## src/rtl/conv2d_post_16_pkg.sv

```systemverilog
// Shared encodings for the conv2d post-processing block: activation codes and FSM states.
// Pure declarations; no latency or flow-control behaviour lives here.
package conv2d_post_16_pkg;

  localparam logic [1:0] ACT_ID     = 2'b00;
  localparam logic [1:0] ACT_RELU   = 2'b01;
  localparam logic [1:0] ACT_RELU6  = 2'b10;
  localparam logic [1:0] ACT_ID_ALT = 2'b11;

  localparam int CH_W = 4;

  typedef enum logic {
    ST_IDLE   = 1'b0,
    ST_STREAM = 1'b1
  } state_t;

endpackage

```

## src/rtl/conv2d_post_16_post_act.sv

```systemverilog
// One channel of bias add, saturate to bitsize, then activation; purely combinational.
// Zero latency and no flow control: the parent samples the result when it accepts a beat.
module post_act_1 #(
  parameter int bitsize   = 14,
  parameter int FRAC_BITS = 8
) (
  input  logic signed [bitsize-1:0] sum_in,
  input  logic signed [bitsize-1:0] bias_in,
  input  logic        [1:0]         act_sel,
  output logic signed [bitsize-1:0] res
);
  import conv2d_post_16_pkg::*;

  localparam logic signed [bitsize-1:0] SAT_MAX   = {1'b0, {(bitsize-1){1'b1}}};
  localparam logic signed [bitsize-1:0] SAT_MIN   = {1'b1, {(bitsize-1){1'b0}}};
  localparam logic signed [bitsize-1:0] RELU6_MAX = bitsize'(6 << FRAC_BITS);

  logic signed [bitsize:0]   sum_ext;
  logic signed [bitsize-1:0] sat;

  always_comb begin
    sum_ext = {sum_in[bitsize-1], sum_in} + {bias_in[bitsize-1], bias_in};
    // Top two bits disagree only when the sum left the bitsize range.
    if (sum_ext[bitsize] != sum_ext[bitsize-1]) begin
      sat = sum_ext[bitsize] ? SAT_MIN : SAT_MAX;
    end else begin
      sat = sum_ext[bitsize-1:0];
    end

    res = sat;
    case (act_sel)
      ACT_RELU: begin
        if (sat[bitsize-1]) res = '0;
      end
      ACT_RELU6: begin
        if (sat[bitsize-1]) begin
          res = '0;
        end else if (sat > RELU6_MAX) begin
          res = RELU6_MAX;
        end
      end
      default: res = sat;
    endcase
  end

endmodule

```

## src/rtl/conv2d_post_16.sv

```systemverilog
// Accepts 16 channel sums per beat, post-processes them in parallel, then streams one channel per cycle.
// Latency 1 cycle to channel 0; a new beat is only taken when idle or as channel 15 leaves, so it never stalls the stream.
module conv2d_post_16
  import conv2d_post_16_pkg::*;
#(
  parameter int bitsize   = 14,
  parameter int NUM_CH    = 16,
  parameter int FRAC_BITS = 8
) (
  input  logic                      clk,
  input  logic                      rst,
  input  logic [bitsize*NUM_CH-1:0] data_in,
  input  logic                      valid_in,
  output logic                      in_ready,
  input  logic [bitsize*NUM_CH-1:0] bias,
  input  logic [1:0]                act_sel,
  output logic [bitsize-1:0]        data_out,
  output logic [CH_W-1:0]           ch_idx,
  output logic                      valid_out,
  input  logic                      out_ready,
  output logic                      last_out,
  output logic                      overrun_err
);

  localparam logic [CH_W-1:0] CH_LAST = CH_W'(NUM_CH - 1);

  state_t                    state_q, state_d;
  logic [CH_W-1:0]           ch_idx_q, ch_idx_d;
  logic [bitsize-1:0]        buf_q [NUM_CH];
  logic [bitsize-1:0]        buf_d [NUM_CH];
  logic [bitsize-1:0]        data_out_q, data_out_d;
  logic                      valid_out_q, valid_out_d;
  logic                      last_out_q, last_out_d;
  logic                      overrun_err_q, overrun_err_d;

  logic signed [bitsize-1:0] post_res [NUM_CH];
  logic [CH_W-1:0]           ch_inc;
  logic                      at_last;
  logic                      accept;

  for (genvar g = 0; g < NUM_CH; g++) begin : g_ch
    post_act_1 #(
      .bitsize  (bitsize),
      .FRAC_BITS(FRAC_BITS)
    ) u_post_act (
      .sum_in (data_in[g*bitsize +: bitsize]),
      .bias_in(bias[g*bitsize +: bitsize]),
      .act_sel(act_sel),
      .res    (post_res[g])
    );
  end

  assign ch_inc   = ch_idx_q + 1'b1;
  assign at_last  = (state_q == ST_STREAM) && (ch_idx_q == CH_LAST);
  assign in_ready = (state_q == ST_IDLE) || (at_last && out_ready);
  assign accept   = valid_in && in_ready;

  always_comb begin
    state_d       = state_q;
    ch_idx_d      = ch_idx_q;
    data_out_d    = data_out_q;
    valid_out_d   = valid_out_q;
    last_out_d    = last_out_q;
    overrun_err_d = overrun_err_q || (valid_in && !in_ready);
    for (int i = 0; i < NUM_CH; i++) begin
      buf_d[i] = buf_q[i];
    end

    if (accept) begin
      for (int i = 0; i < NUM_CH; i++) begin
        buf_d[i] = post_res[i];
      end
      state_d     = ST_STREAM;
      ch_idx_d    = '0;
      data_out_d  = post_res[0];
      valid_out_d = 1'b1;
      last_out_d  = 1'b0;
    end else if (state_q == ST_STREAM && out_ready) begin
      if (at_last) begin
        state_d     = ST_IDLE;
        ch_idx_d    = '0;
        data_out_d  = '0;
        valid_out_d = 1'b0;
        last_out_d  = 1'b0;
      end else begin
        ch_idx_d   = ch_inc;
        data_out_d = buf_q[ch_inc];
        last_out_d = (ch_inc == CH_LAST);
      end
    end
  end

  always_ff @(posedge clk or posedge rst) begin
    if (rst) begin
      state_q       <= ST_IDLE;
      ch_idx_q      <= '0;
      data_out_q    <= '0;
      valid_out_q   <= 1'b0;
      last_out_q    <= 1'b0;
      overrun_err_q <= 1'b0;
      for (int i = 0; i < NUM_CH; i++) begin
        buf_q[i] <= '0;
      end
    end else begin
      state_q       <= state_d;
      ch_idx_q      <= ch_idx_d;
      data_out_q    <= data_out_d;
      valid_out_q   <= valid_out_d;
      last_out_q    <= last_out_d;
      overrun_err_q <= overrun_err_d;
      for (int i = 0; i < NUM_CH; i++) begin
        buf_q[i] <= buf_d[i];
      end
    end
  end

  assign data_out    = data_out_q;
  assign ch_idx      = ch_idx_q;
  assign valid_out   = valid_out_q;
  assign last_out    = last_out_q;
  assign overrun_err = overrun_err_q;

endmodule
```

## config.mk

```make
export PLATFORM = sky130hd
export DESIGN_NAME = conv2d_post_16
export DESIGN_NICKNAME = d
export VERILOG_FILES = /design/src/rtl/conv2d_post_16_pkg.sv /design/src/rtl/conv2d_post_16_post_act.sv /design/src/rtl/conv2d_post_16.sv
export SDC_FILE = /design/constraint.sdc
export NUM_CORES = 1
export LEC_CHECK = 0
export CAP_MARGIN = 25
export CORE_MARGIN = 2
export CORE_UTILIZATION = 54
export DETAILED_ROUTE_END_ITERATION = 8
export GPL_TIMING_DRIVEN = 0
export PLACE_DENSITY = 0.88
export REMOVE_ABC_BUFFERS = 1
export SLEW_MARGIN = 5
export SYNTH_ARGS = -nofsm -noshare
export SYNTH_HDL_FRONTEND = slang
export SYNTH_SLANG_ARGS = --single-unit
export TNS_END_PERCENT = 100
```

## constraint.sdc

```tcl
create_clock -name clk -period 11.4 [get_ports clk]
set_input_delay 2.28 -clock clk [delete_from_list [all_inputs] [get_ports clk]]
set_output_delay 2.28 -clock clk [all_outputs]
set_load 0.005 [all_outputs]
```

==> metrics.yaml, run 1 <==
async_reset_ff_frac: 1.000
timing.fmax_mhz: 142.2
dpl-instance-area_mm2: 0.02890
postCtsSetupRepairBufs: 0
reg2reg_slack_ps: 7170
cts_hold_buf: 0
cts_tree: "done"
vias: 23710
fin_worst_skew_ps: 15.36
initial_core_util: 0.5478
leakagePower_nw: 12.77
synth_cell_types: 95
synth-edff-count: 0
synth_top_cell_by_area: "dfrtp_1"
ctsLongestPathBuffers: 3
path_cells: "clkdlybuf4s50_1 > ha_1 > fa_1 > a21o_1 > a21boi_0 > o21ai_0 > a221o_1 > a21oi_1 > a21o_1 > ha_1 > inv_1 > nor4_1 > nor3b_1 > o211ai_1 > o311ai_0 > and4_1 > nor4b_1 > nor2_1 > a22o_1"
ys_seq_elements: 245
final-max-slew-violation-count: 0
io_pins: 476
holdWs_ps: 464.6
clock_sinks: 245
final_cell_mix: "475 x clkdlybuf4s50_1, 261 x nand2_1, 244 x dfrtp_1"
final_common_cell: "clkdlybuf4s50_1"
grt_pass1_wl_um: 123600
gr-total-overflow: 0
fp.dieH_um: 213.1
path_class: "input pin to flip-flop"
synth_area_leaders: "dfrtp_1 26%, ha_1 12%, mux4_2 6.7%, a21oi_1 5.0%, o21ai_0 4.6%"
antenna_found_initial: 8
ant_nets: 0
clk_pin_slew_ps: 60
finalCriticalPeriod_ps: 7032
min_path_type: "flip-flop to flip-flop"
drc: 1
worstPathArrival_ps: 7510
syn_inst: 2695
status: "finished, violations left"
setup_violations: 0
rr_endpoint: "buf_q[131]"
areaGrowthSynthToFinish_pct: 26.50
routed_wl_um: 80550
cts_resized: 0
avgSynthCellArea_um2: 8.757
worst_path_max_delay_cell: "nor2_1"
finalHoldViolations: 0
rsz0062_at_grt: "false"
end_kind: "flip-flop"
final_cell_area_mm2: 0.02985
die_x_um: 213.1
reg2reg_from: "ch_idx[0]"
yosysWarnings: 0
cellPowerDensity_mw_per_mm2: 167.1
nNetsFinal: 3802
worst_slew_pin_slew_ps: 1063
critPathLaunch: "data_in[84]"
dp_cells: 3658
yosys_most_used_dff: "dfrtp_1"
yosysTopAreaCellShare: 0.2598
start_kind: "input pin"
cts_buffers: 26
cp_slowest_stage_delay_ps: 500
grt_start_max_net_pins: 155
routedWlPerCell_um: 21.72
core_area_mm2: 0.04308
viasPerCell: 6.393
grt_usage: 0.3472
crit_fanout: 15
htree_levels: 1
numPortBuffers: 475
max-slew-margin-rel: 0.2909
clkLatencyLatePin_ps: 540
drive_gt1_frac: 0.05541
postLayoutCoreUtil: 0.6930
synth_seq_area_share: 0.2598
drt_iter0_markers: 2702
dp_hpwl_um: 64160
finalCritPeriodShare: 0.6168
die_area_mm2: 0.04539
worstRegToRegCells: 9
rows: 76
layout.cells.non_filler: 3709
synth_area_mm2: 0.02360
violations: "design-rule violations"
globalplace.congestion: 0.9513
cts_root_buffer: "clkbuf_16"
vdd_drop_max_v: 0.0001185
drtPass1Iterations: 9
cp.required_ps: 11880
crit_end: "buf_q[131]"
grt_pass1_vias: 23250
cap_viol_max_count: 0
-- synthesized netlist by cell type (19+ instances only) --
cell,number
o21ai_0,217
a21o_1,87
a211oi_1,47
dfrtp_1,245
ha_1,230
o21a_1,45
nor2_1,200
o21bai_1,28
nor2b_1,25
o31ai_1,29
nand3_1,43
inv_1,70
maj3_1,26
a31oi_1,35
mux4_2,70
o211ai_1,22
xor2_1,68
nand2b_1,23
and2_1,21
o21ai_1,19
a22o_1,70
nor3_1,55
a21oi_1,237
clkbuf_1,83
nand2_1,261
xnor2_1,104
-- power by group --
| part | switching [mW] | internal (mW) |
|---|---|---|
| combinational | 1.23 | 1.21 |
| clock | 0.372 | 0.566 |
| sequential | 0.348 | 1.26 |
-- cell families after synthesis --
kind of cell,share of synthesized area
AO/OA/AOI/OAI,0.2800
AND/OR/NAND/NOR,0.1493
adder cells (fa/ha/maj),0.1465
flip-flops,0.2598
buffers and inverters,0.03075
XOR/XNOR,0.06384
multiplexers,0.06983
-- area by class of cell --
type                       count  area, um^2
inverter                      70       270.3
timing repair buffer         487        4971
antenna                        2       5.005
fill                        3393       13220
clock inverter                14       205.2
multi-input combinational   2272       16800
sequential                   245        6135
clock buffer                  34       732.0
tap                          585       732.0
-- stage by stage --
stage | setup slack (ps) | power (mW) | TNS [ps]
finish | 4368 | 4.988 | 0
detailed placement | 3833 | 3.980 | 0
CTS | 4367 | 4.928 | 0
floorplan | 2390 | 3.072 | 0
global route | 3815 | 5.244 | 0
global placement | -424.5 | 3.905 | -98110
-- how the worst min path moves through the flow --
| stage | startpoint | to | slack (ps) | cells after the start |
|---|---|---|---|---|
| 2_1_floorplan | buf_q[213] | buf_q[213] | 430 | 2 |
| 3_3_place_gp | buf_q[215] | buf_q[215] | 450 | 2 |
| 3_5_place_dp | overrun_err | overrun_err | 460 | 1 |
| 4_1_cts | overrun_err | overrun_err | 470 | 1 |
| 5_1_grt | buf_q[222] | buf_q[222] | 490 | 1 |
| 6_report | overrun_err | overrun_err | 460 | 1 |
-- registers in the layout, indices dropped and copies added (netlist names) --
name and flops:
buf_q 224, data_out 14, ch_idx 4, last_out 1
overrun_err 1, valid_out 1
-- per-layer routing --
metal / vias up / GRT usage / wire [um]
met5: - / 0 / 69
met1: 11320 / 0.4319 / 31770
li1: 11030 / - / -
met4: 8 / 0.1469 / 3683
met2: 1139 / 0.5918 / 38380
met3: 216 / 0.06472 / 6645
-- worst max-delay path: cells and delay by family --
family | cells | cell delay, ps
AOI/OAI and AO/OA | 9 | 2170
buffers and inverters | 2 | 640
and+or+nand+nor | 5 | 1340
adders and majority gates | 3 | 1070
Power figures use the tool's default switching activity.
==> inputs of run 2 (changes only) <==
- clock period: 11.4 -> 6.8 ns (I/O delays scaled with it)
==> results of run 2 <==
Same layout as run 1 (identical final DEF). Status: finished, violations left: design-rule violations.
Among the figures that moved: setup slack after placement 3833 ps -> 153.1 ps; setup slack after layout 4368 ps -> 688.2 ps; register-to-register setup slack 7170 ps -> 2570 ps; total power 4.988 mW -> 8.363 mW; worst IR drop on VDD 0.0001185 V -> 0.0001987 V
